File: config.mk
export PLATFORM = sky130hd
export DESIGN_NAME = nmr_acq_echo_sched
export DESIGN_NICKNAME = d
export VERILOG_FILES = /design/src/rtl/nmr_acq_pkg.sv /design/src/rtl/nmr_acq_param_clamp.sv /design/src/rtl/nmr_acq_echo_sched.sv
export SDC_FILE = /design/constraint.sdc
export NUM_CORES = 1
export LEC_CHECK = 0
export BUFFER_PORTS_ARGS = -buffer_cell sky130_fd_sc_hd__clkbuf_2
export CAP_MARGIN = 25
export CORE_AREA = 5 5 166 168
export DETAILED_ROUTE_END_ITERATION = 7
export DIE_AREA = 0 0 171 173
export HOLD_SLACK_MARGIN = 0.02
export SYNTH_ARGS = -nofsm -noshare
export SYNTH_HDL_FRONTEND = slang
export SYNTH_HIERARCHICAL = 1
export SYNTH_SLANG_ARGS = --single-unit
File: constraint.sdc
create_clock -name ADC_CLK -period 9.8 [get_ports ADC_CLK]
set_clock_uncertainty 0.05 [all_clocks]
set_input_delay 0.49 -clock ADC_CLK [delete_from_list [all_inputs] [get_ports ADC_CLK]]
set_output_delay 0.49 -clock ADC_CLK [all_outputs]
set_load 0.1 [all_outputs]
File: src/rtl/nmr_acq_pkg.sv
// nmr_acq_pkg: shared state encoding and timing floor constants for the acquisition schedulers
package nmr_acq_pkg;
  localparam logic [4:0] ST_IDLE = 5'b00001;
  localparam logic [4:0] ST_INIT = 5'b00010;
  localparam logic [4:0] ST_WND  = 5'b00100;
  localparam logic [4:0] ST_GAP  = 5'b01000;
  localparam logic [4:0] ST_FIN  = 5'b10000;
  typedef enum logic [4:0] {
    IDLE = ST_IDLE,
    INIT = ST_INIT,
    WND  = ST_WND,
    GAP  = ST_GAP,
    FIN  = ST_FIN
  } state_t;
  localparam int MIN_PERIOD = 2;
  localparam int MIN_GAP    = 1;
endpackage

File: src/rtl/nmr_acq_param_clamp.sv
// nmr_acq_param_clamp: derives effective period P and window length W, keeping at least one low cycle per period
module nmr_acq_param_clamp
  import nmr_acq_pkg::*;
#(
  parameter int DW = 32
) (
  input  logic [DW-1:0] period,
  input  logic [DW-1:0] wnd_len,
  output logic [DW-1:0] p,
  output logic [DW-1:0] w
);
  logic [DW-1:0] wl;
  // floor the period, floor the window at one cycle, then cap it below the period
  always_comb begin
    p  = period < DW'(MIN_PERIOD) ? DW'(MIN_PERIOD) : period;
    wl = wnd_len == '0 ? DW'(1) : wnd_len;
    w  = wl > p - DW'(MIN_GAP) ? p - DW'(MIN_GAP) : wl;
  end
endmodule

File: src/rtl/nmr_acq_echo_sched.sv
// nmr_acq_echo_sched: CPMG echo-train acquisition window scheduler; ACQ_OVERRUN_CHK_EN enables the ACQ_EN overrun monitor
module nmr_acq_echo_sched
  import nmr_acq_pkg::*;
#(
  parameter int DATABUS_WIDTH = 32,
  parameter int CNT_WIDTH     = 16
) (
  input  logic                     ADC_CLK,
  input  logic                     RESET_N,
  input  logic                     START,
  input  logic                     ABORT,
  input  logic [DATABUS_WIDTH-1:0] INIT_DLY,
  input  logic [DATABUS_WIDTH-1:0] ECHO_PERIOD,
  input  logic [DATABUS_WIDTH-1:0] WND_LEN,
  input  logic [CNT_WIDTH-1:0]     ECHO_CNT,
  input  logic                     ACQ_EN,
  output logic                     ACQ_WND,
  output logic                     BUSY,
  output logic                     DONE,
  output logic [CNT_WIDTH-1:0]     ECHO_IDX,
  output logic                     OVERRUN
);
  state_t state, nxt;
  logic [DATABUS_WIDTH-1:0] per_q, len_q, tmr, tmr_n, p, w;
  logic [CNT_WIDTH-1:0] cnt_q, idx_n;
  logic accept, wnd_n, busy_n, done_n;

  nmr_acq_param_clamp #(.DW(DATABUS_WIDTH)) u_clamp (
    .period  (per_q),
    .wnd_len (len_q),
    .p       (p),
    .w       (w)
  );

  // tmr counts down the initial delay, then counts cycles since the latest window rise
  always_comb begin
    nxt    = state;
    tmr_n  = tmr;
    idx_n  = ECHO_IDX;
    accept = 1'b0;
    unique case (state)
      IDLE: if (START) begin
        accept = 1'b1;
        nxt    = ECHO_CNT == '0 ? FIN : INIT;
        tmr_n  = INIT_DLY;
        idx_n  = '0;
      end
      INIT: if (tmr == '0) begin
        nxt   = WND;
        tmr_n = DATABUS_WIDTH'(1);
        idx_n = ECHO_IDX + CNT_WIDTH'(1);
      end else tmr_n = tmr - DATABUS_WIDTH'(1);
      WND: begin
        tmr_n = tmr + DATABUS_WIDTH'(1);
        if (tmr == w) nxt = ECHO_IDX == cnt_q ? FIN : GAP;
      end
      GAP: if (tmr == p) begin
        nxt   = WND;
        tmr_n = DATABUS_WIDTH'(1);
        idx_n = ECHO_IDX + CNT_WIDTH'(1);
      end else tmr_n = tmr + DATABUS_WIDTH'(1);
      default: nxt = IDLE;
    endcase
    if (ABORT) begin
      nxt    = IDLE;
      accept = 1'b0;
      idx_n  = ECHO_IDX;
    end
    wnd_n  = nxt == WND;
    busy_n = (nxt inside {INIT, WND, GAP}) || (nxt == FIN && state == IDLE);
    done_n = (nxt == FIN && state != IDLE) || (state == FIN && BUSY && !ABORT);
  end

  // state, counters and registered outputs; a zero-count train spends its busy cycle in FIN before DONE
  always_ff @(posedge ADC_CLK) begin
    if (!RESET_N) begin
      state    <= IDLE;
      tmr      <= '0;
      per_q    <= '0;
      len_q    <= '0;
      cnt_q    <= '0;
      ECHO_IDX <= '0;
      ACQ_WND  <= 1'b0;
      BUSY     <= 1'b0;
      DONE     <= 1'b0;
    end else begin
      state    <= nxt;
      tmr      <= tmr_n;
      ECHO_IDX <= idx_n;
      ACQ_WND  <= wnd_n;
      BUSY     <= busy_n;
      DONE     <= done_n;
      if (accept) begin
        per_q <= ECHO_PERIOD;
        len_q <= WND_LEN;
        cnt_q <= ECHO_CNT;
      end
    end
  end

`ifdef ACQ_OVERRUN_CHK_EN
  logic acq_en_q;
  // one register stage on the ADC acquisition-active flag
  always_ff @(posedge ADC_CLK) acq_en_q <= ACQ_EN;
  // sticky flag: ADC still acquiring when a later window opens
  always_ff @(posedge ADC_CLK) begin
    if (!RESET_N || accept) OVERRUN <= 1'b0;
    else if (state == GAP && nxt == WND && acq_en_q) OVERRUN <= 1'b1;
  end
`else
  logic unused_acq_en;
  assign unused_acq_en = ACQ_EN;
  assign OVERRUN = 1'b0;
`endif
endmodule

==> results of run 1 <==
cell families (layout without fill, tap and decap cells):
family	after synthesis	in the layout	synth area share [%]
xor gates and xnor gates	131	131	11.3
muxes	42	42	4.20
adders and majority gates	37	37	4.56
AOI/OAI and AO/OA	291	291	17.5
DFF	136	136	26.8
buffers and inverters	205	227	8.03
and+or+nand+nor	569	569	27.6
other	1	1	0.0369
critical path: cells and delay by family (launching register included):
family	cells	cell delay, ps
AND/OR/NAND/NOR	16	4780
AO/OA/AOI/OAI	3	810
adder cells (fa/ha/maj)	2	510
flip-flops	1	390
XOR/XNOR	2	340
multiplexers	1	270
buffers and inverters	1	250
where the power goes:
part	switching, uW	internal [uW]
logic	285	200
registers	60.7	580
clock network	293	360
total	638	1140
layer usage:
metal,part of all wire [%],track usage [%],wire [um]
met3,8.2,4.38,2720
met2,45,33.9,15000
met5,0,0,0
met1,44,29.4,14400
met4,3.2,8.25,1070
sequential cells by signal, indices dropped and copies added, names as in the netlist:
| name | flops |
|---|---|
| state | 5 |
| len_q | 32 |
| DONE | 1 |
| per_q | 32 |
| cnt_q | 16 |
| BUSY | 1 |
| ACQ_WND | 1 |
| tmr | 32 |
| ECHO_IDX | 16 |
cell usage after synthesis (4+ instances only):
cell      count  area [um2]
xor2_1       67         587
nor4_1       49         307
and4_1        4        35.0
buf_1         4        15.0
a211o_1       5        43.8
nand2_1     248         931
o21ai_1       7        35.0
and3_1       11        68.8
nor2_1       71         267
mux2_2        5        56.3
nand4_1      32         200
nand4b_1      4        35.0
buf_2         5        25.0
a22oi_1       4        30.0
dfxtp_1     136        2720
mux2i_1      37         370
o22ai_1       5        31.3
a211oi_1      8        60.1
nor3_1       39         195
or3_1        14        87.6
o31a_1        6        52.6
or4_1        14         105
a31oi_1      11        68.8
clkbuf_1    145         544
xnor2_1      64         561
or2_2         6        37.5
inv_1        46         173
nand2b_1     10        62.6
o211a_1       6        60.1
and2_1        6        37.5
o211ai_1     17         128
o21ai_0      48         240
ha_1         37         463
nand3_1      38         190
a21oi_1     134         671
stage by stage:
| step | utilization (%) | instances | instance area (um2) |
|---|---|---|---|
| global placement | 41.7 | 1736 | 10700 |
| floorplan | - | 1412 | 10200 |
| CTS | 43.9 | 1768 | 11300 |
| global route | 44.0 | 1769 | 11300 |
| detailed placement | 41.7 | 1736 | 10700 |
| finish | 44.0 | 1769 | 11300 |
worst max path at each step:
stage,startpoint,end,slack [ps]
floorplan,per_q[12],DONE,3540
global route,per_q[18],DONE,1810
global placement,per_q[18],DONE,1960
finish,per_q[18],DONE,2320
detailed placement,per_q[18],DONE,1880
CTS,per_q[18],DONE,1860
final cells by class:
class | instances | area, um2
timing repair buffer | 149 | 796
multi-input combinational | 1071 | 6650
fill | 2662 | 14400
clock buffer | 17 | 425
tap | 335 | 419
clock inverter | 15 | 160
sequential | 136 | 2720
inverter | 46 | 173
==> impl_metrics.tcl, run 1 <==
set metrics [dict create \
    worstMarginPinSlew_ps 965 \
    cpMaxStageDelayCell "nor4_4" \
    ys_warn_count 6 \
    cp-start-kind "flop" \
    core_mm2 0.0258 \
    grt_max_degree 82 \
    cts.path.max_buffers 2 \
    min_from "WND_LEN[12]" \
    cts_root_buffer "clkbuf_16" \
    grt_pass1_vias 9528 \
    clk_latency_ps 440 \
    area_growth_pct 11.6 \
    place_hpwl_um 24400 \
    layout.nets 1575 \
    syn-mean-instance-area_um2 7.20 \
    cpPeakStageDelay_ps 630 \
    rsz0062_at_grt "no" \
    die_w_um 171 \
    cts_num_sinks 136 \
    final_common_cell "nand2_1" \
    period_share_pct 76.4 \
    fmax_mhz 134 \
    drive_above_1_share_pct 14.6 \
    num_antenna_cells 0 \
    rrSetupSlack_ps 2320 \
    timing.rr.end "DONE" \
    finalCriticalPeriod_ps 7480 \
    min_path_type "input pin to flop" \
    boundaryPins 137 \
    grt_pass1_wl_um 51500 \
    worstPathArrival_ps 7790 \
    synth_cell_types 79 \
    grt.total_usage_pct 21.7 \
    hold_ws_ps 225 \
    clk_pin_slew_ps 70 \
    crit_required_ps 10110 \
    layout_common_cells "248 x nand2_1, 136 x dfxtp_1, 134 x clkbuf_2" \
    drc 0 \
    slew_violations 0 \
    setup_slack_ps 2320 \
    num_rows 59 \
    maxCapViolations 0 \
    routed_via_density 5.76 \
    ctsResizeCount 0 \
    ys_async_sr_fraction_pct 0 \
    ys_seq_area_share_pct 26.8 \
    wl_um 33200 \
    min_to "len_q[12]" \
    dieArea_mm2 0.0296 \
    p_per_area_mw_per_mm2 157 \
    hold_viol_final 0 \
    synthCells 1412 \
    netlist_area_mm2 0.0102 \
    initial_utilization_pct 39.4 \
    synth_nets 1566 \
    finalSetupViolCount 0 \
    synthFlopType "dfxtp_1" \
    drt_iter0_drc 824 \
    irDropWorstVdd_v 0.0000761 \
    vias 10200 \
    slew_headroom_pct 35.3 \
    cellLeakagePower_uw 0.00465 \
    ant_nets 0 \
    ys_ff_latch 136 \
    r2r_cells 25 \
    grt_overflow_total 0 \
    cp-end-kind "flop" \
    preCtsSetupSlack_ps 1880 \
    hold_depth 3 \
    setup_tns_ps 0 \
    die_h_um 173 \
    htree_num_levels 4 \
    antenna_found_initial 0 \
    wire_per_inst_um 18.8 \
    total_power_uw 1780 \
    status "finished, final reports clean" \
    numCtsBuffers 17 \
    rr_startpoint "per_q[18]" \
    io_buffers 134 \
    drt-pass1-iter-count 6 \
    critPathMaxFanout 22 \
    synth_edf_count 0 \
    post_cts_buffers 0 \
    criticalPathCategory "flop to flop" \
    place_congestion 0.922 \
    cts_hold_buf 0 \
    cts_tree "done" \
]
No activity file was read; power rests on OpenSTA's default activity.
==> run 2: changes to the inputs <==
- clock period: 9.8 -> 7.5 ns (I/O delays scaled with it)
==> impl_metrics.tcl, run 2 (same netlist as run 1, synthesis figures left out) <==
set metrics [dict create \
    grt_pass1_wl_um 52700 \
    antenna_found_initial 0 \
    critPathMaxFanout 15 \
    ant_nets 0 \
    cts_num_sinks 136 \
    clk_pin_slew_ps 70 \
    period_share_pct 94.9 \
    drt_iter0_drc 788 \
    met1_length_um 14700 \
    final_common_cell "nand2_1" \
    num_rows 59 \
    core_mm2 0.0258 \
    rrSetupSlack_ps 380 \
    grt_pass1_vias 9754 \
    cts_root_buffer "clkbuf_16" \
    finalSetupViolCount 0 \
    wire_per_inst_um 18.9 \
    maxCapViolations 0 \
    fillers 2645 \
    status "finished, final reports clean" \
    dp_cells 1748 \
    grt_overflow_total 0 \
    clk_latency_ps 430 \
    layout.nets 1586 \
    hold_viol_final 0 \
    grt_max_degree 82 \
    final_util_pct 44.3 \
    drive_above_1_share_pct 15.2 \
    vias 10200 \
    r2r_cells 25 \
    crit_required_ps 7790 \
    route.met3.wl_um 2780 \
    slew_violations 0 \
    drt-pass1-iter-count 5 \
    place_hpwl_um 24900 \
    setup.worst_path.end "DONE" \
    slew_headroom_pct 32.8 \
    p_per_area_mw_per_mm2 205 \
    top_layer_used "met4" \
    initial_utilization_pct 39.4 \
    criticalPathCategory "flop to flop" \
    ctsResizeCount 0 \
    rsz0062_at_grt "no" \
    boundaryPins 137 \
    top_regs "len_q: 32 flops, per_q: 32 flops, tmr: 32 flops" \
    grt.total_usage_pct 22.1 \
    io_buffers 134 \
    met2WireLength_um 15300 \
    startpoint "per_q[11]" \
    worstPathArrival_ps 7400 \
    htree_num_levels 4 \
    die_w_um 171 \
    min_path_type "input pin to flop" \
    irDropWorstVdd_v 0.000109 \
    cts_hold_buf 0 \
    routed_via_density 5.71 \
    die_h_um 173 \
    cellLeakagePower_uw 0.00469 \
    area_growth_pct 12.4 \
    wl_um 33700 \
    place_congestion 0.946 \
    hold_ws_ps 109 \
    cp-start-kind "flop" \
    rr_startpoint "per_q[11]" \
    worstMarginPinSlew_ps 1000 \
    layout_common_cells "248 x nand2_1, 136 x dfxtp_1, 134 x clkbuf_2" \
    drc 0 \
    cts_tree "done" \
    dieArea_mm2 0.0296 \
    cts.path.max_buffers 2 \
    finalCriticalPeriod_ps 7120 \
    instances_no_fill 1781 \
    post_cts_buffers 0 \
    setup_tns_ps 0 \
    numCtsBuffers 17 \
    fmax_mhz 141 \
    cp-end-kind "flop" \
    timing.rr.end "DONE" \
]
[run 2: critical path, cell delays in order (launching register included)]
cell and delay, ps:
dfxtp_1 380, or4_4 580, or4_4 520, nor4_4 170
nand4_1 170, nand2_1 190, ha_1 200, nor3b_1 280
and2_1 320, nand2_1 240, nor4_1 350, xnor2_1 220
ha_1 290, nand4_1 130, nor3_1 80, a22oi_1 240
nand3_1 170, o211ai_4 440, buf_12 230, mux2i_1 270
xor2_1 110, nor4_1 390, nand4_1 290, nor3_2 340
nand2b_1 160, a211oi_1 200
[run 2: layout make-up]
| cell class | count | area, um2 | share of cell area (%) |
|---|---|---|---|
| timing repair buffer | 160 | 878 | 7.69 |
| sequential | 136 | 2720 | 23.8 |
| clock inverter | 12 | 140 | 1.23 |
| inverter | 46 | 173 | 1.51 |
| multi-input combinational | 1071 | 6650 | 58.2 |
| tap | 335 | 419 | 3.67 |
| clock buffer | 20 | 437 | 3.82 |
| antenna | 1 | 2.50 | 0.0219 |
[run 2: per-stage QoR]
step | setup WS [ps] | cell area (um2) | power [uW]
global placement | 639 | 10800 | 1480
global route | 44.7 | 11400 | 2460
CTS | 474 | 11400 | 2340
finish | 384 | 11400 | 2340
floorplan | 1240 | 10200 | 1310
detailed placement | 530 | 10800 | 1490
[run 2: how the worst min path moves through the flow]
stage | cells after the start | endpoint | start | slack (ps)
6_report | 3 | len_q[12] | WND_LEN[12] | 110
3_5_place_dp | 2 | cnt_q[5] | cnt_q[5] | 410
5_1_grt | 3 | len_q[12] | WND_LEN[12] | 90
4_1_cts | 3 | per_q[22] | ECHO_PERIOD[22] | 90
2_1_floorplan | 2 | len_q[0] | len_q[0] | 390
3_3_place_gp | 2 | cnt_q[12] | cnt_q[12] | 410
[run 2: where the power goes]
part           leakage (uW)  total (uW)  switching (uW)  internal, uW
Combinational       0.00330         653             382           271
Sequential          0.00111         837            77.9           759
Clock              0.000272         850             355           495
[run 2: metal layers]
layer / GRT usage (%) / up-vias
met4: 7.63 / 0
li1: - / 4971
met5: 0 / -
met1: 30.4 / 4672
met2: 34.2 / 459
met3: 4.86 / 62
==> run 3: changes to the inputs <==
- MAX_ROUTING_LAYER: unset -> met4
- PLACE_DENSITY: unset -> 0.65
==> impl_metrics.tcl, run 3 (same netlist as run 1, synthesis figures left out) <==
set metrics [dict create \
    hold_depth 3 \
    cts_hold_buf 0 \
    io_buffers 134 \
    p_int_uw 1540 \
    clk_pin_slew_ps 70 \
    area_growth_pct 12.8 \
    top_regs "len_q: 32 flops, per_q: 32 flops, tmr: 32 flops" \
    grt_max_degree 82 \
    layout_common_cells "248 x nand2_1, 136 x dfxtp_1, 134 x clkbuf_2" \
    boundaryPins 137 \
    antenna_found_initial 0 \
    fmax_mhz 142 \
    critPathMaxFanout 26 \
    routed_via_density 5.77 \
    cellLeakagePower_uw 0.00469 \
    layout.nets 1581 \
    preCtsSetupSlack_ps 379 \
    dpl_cell_area_mm2 0.0108 \
    clk_latency_ps 430 \
    place_hpwl_um 24800 \
    fillers 2643 \
    drive_above_1_share_pct 15.3 \
    seq_power_share_pct 35.1 \
    p_comb_share_pct 27.2 \
    core_mm2 0.0258 \
    maxCapViolations 0 \
    p_per_area_mw_per_mm2 209 \
    timing.rr.end "DONE" \
    sw_frac_of_total_pct 35.6 \
    die_h_um 173 \
    wl_um 33900 \
    cts_num_sinks 136 \
    dieArea_mm2 0.0296 \
    worstMarginPinSlew_ps 866 \
    ant_nets 0 \
    period_share_pct 93.8 \
    min_path_type "input pin to flop" \
    rsz0062_at_grt "no" \
    design_area_mm2 0.0115 \
    slew_violations 0 \
    min_from "ECHO_PERIOD[23]" \
    drc 0 \
    cts_tree "done" \
    cts_root_buffer "clkbuf_16" \
    num_rows 59 \
    slew_headroom_pct 42.3 \
    irDropWorstVdd_v 0.000112 \
    finalSetupViolCount 0 \
    crit_required_ps 7800 \
    drt_iter0_drc 965 \
    htree_num_levels 4 \
    hold_viol_final 0 \
    finalCriticalPeriod_ps 7030 \
    criticalPathCategory "flop to flop" \
    grt_overflow_total 0 \
    wire_per_inst_um 19.1 \
    grt_pass1_vias 9783 \
    worstPathArrival_ps 7340 \
    setup.worst_path.end "DONE" \
    startpoint "per_q[11]" \
    cp-end-kind "flop" \
    rrSetupSlack_ps 470 \
    rr_startpoint "per_q[11]" \
    cts.path.max_buffers 2 \
    final_common_cell "nand2_1" \
    grt_pass1_wl_um 53200 \
    netSwitchingPower_uw 854 \
    initial_utilization_pct 39.4 \
    drt-pass1-iter-count 6 \
    num_antenna_cells 0 \
    die_w_um 171 \
    vias 10200 \
    cp-start-kind "flop" \
    grt.total_usage_pct 22.9 \
    setup_tns_ps 0 \
    status "finished, final reports clean" \
    numCtsBuffers 17 \
    place_congestion 0.974 \
    setup_slack_ps 468 \
    clkPwrFrac_pct 37.6 \
    r2r_cells 24 \
]
-- run 3: per-layer routing --
metal / GRT usage [%] / part of all wire, %
met5: - / 0
met2: 35.2 / 45
met1: 30.3 / 44
met4: 7.53 / 2.6
met3: 4.16 / 7.8
-- run 3: worst min-delay path by stage --
stage / endpoint / slack, ps
2_1_floorplan: len_q[0] / 390
3_3_place_gp: cnt_q[12] / 410
3_5_place_dp: cnt_q[3] / 420
4_1_cts: per_q[23] / 90
5_1_grt: per_q[22] / 110
6_report: per_q[23] / 110
-- run 3: power groups by stage --
| stage | clock, uW | combinational (uW) | sequential (uW) |
|---|---|---|---|
| final | 902 | 653 | 843 |
| after global placement | 0 | 618 | 856 |
| after detailed placement | 0 | 625 | 857 |
| after floorplan | 0 | 500 | 807 |
| after CTS | 914 | 629 | 840 |
| after global routing | 942 | 715 | 848 |
-- run 3: repair_timing --
item / in CTS / in global routing
gates resized for setup: 0 / 4
hold endpoints to repair: 0 / 0
buffers inserted: 0 / 4
setup endpoints to repair: 0 / 6
-- run 3: area by class of cell --
type | instances | area, um2 | area share [%]
Multi-Input combinational cell | 1071 | 6670 | 58.2
Inverter | 46 | 173 | 1.51
Clock buffer | 18 | 439 | 3.83
Timing Repair Buffer | 155 | 861 | 7.51
Tap cell | 335 | 419 | 3.66
Sequential cell | 136 | 2720 | 23.8
Clock inverter | 14 | 178 | 1.55
-- run 3: per-stage QoR --
step / std cells / hold WS, ps / utilization (%) / power [uW]
after global routing: 1775 / 110 / 44.5 / 2500
after global placement: 1736 / 411 / 41.7 / 1470
after detailed placement: 1738 / 415 / 41.9 / 1480
after floorplan: 1412 / 395 / - / 1310
after CTS: 1770 / 94.3 / 44.3 / 2380
final: 1775 / 107 / 44.5 / 2400
-- run 3: critical path: stages, from the launching register on --
cell and delay [ps]:
dfxtp_1 370, or4_4 580, or4_4 520, nor4_4 170, nand4_1 170, nand2_1 220
ha_1 220, nor3b_1 290, and2_1 330, nand2_1 130, or4_1 430, xor2_1 180
ha_1 310, nand3_1 120, nor4_1 530, nand2_1 210, o211ai_4 180, buf_12 260
mux2i_1 240, xor2_1 130, nor4_2 430, nand4_1 230, nor3_2 290, nand2b_1 160
a211oi_1 200
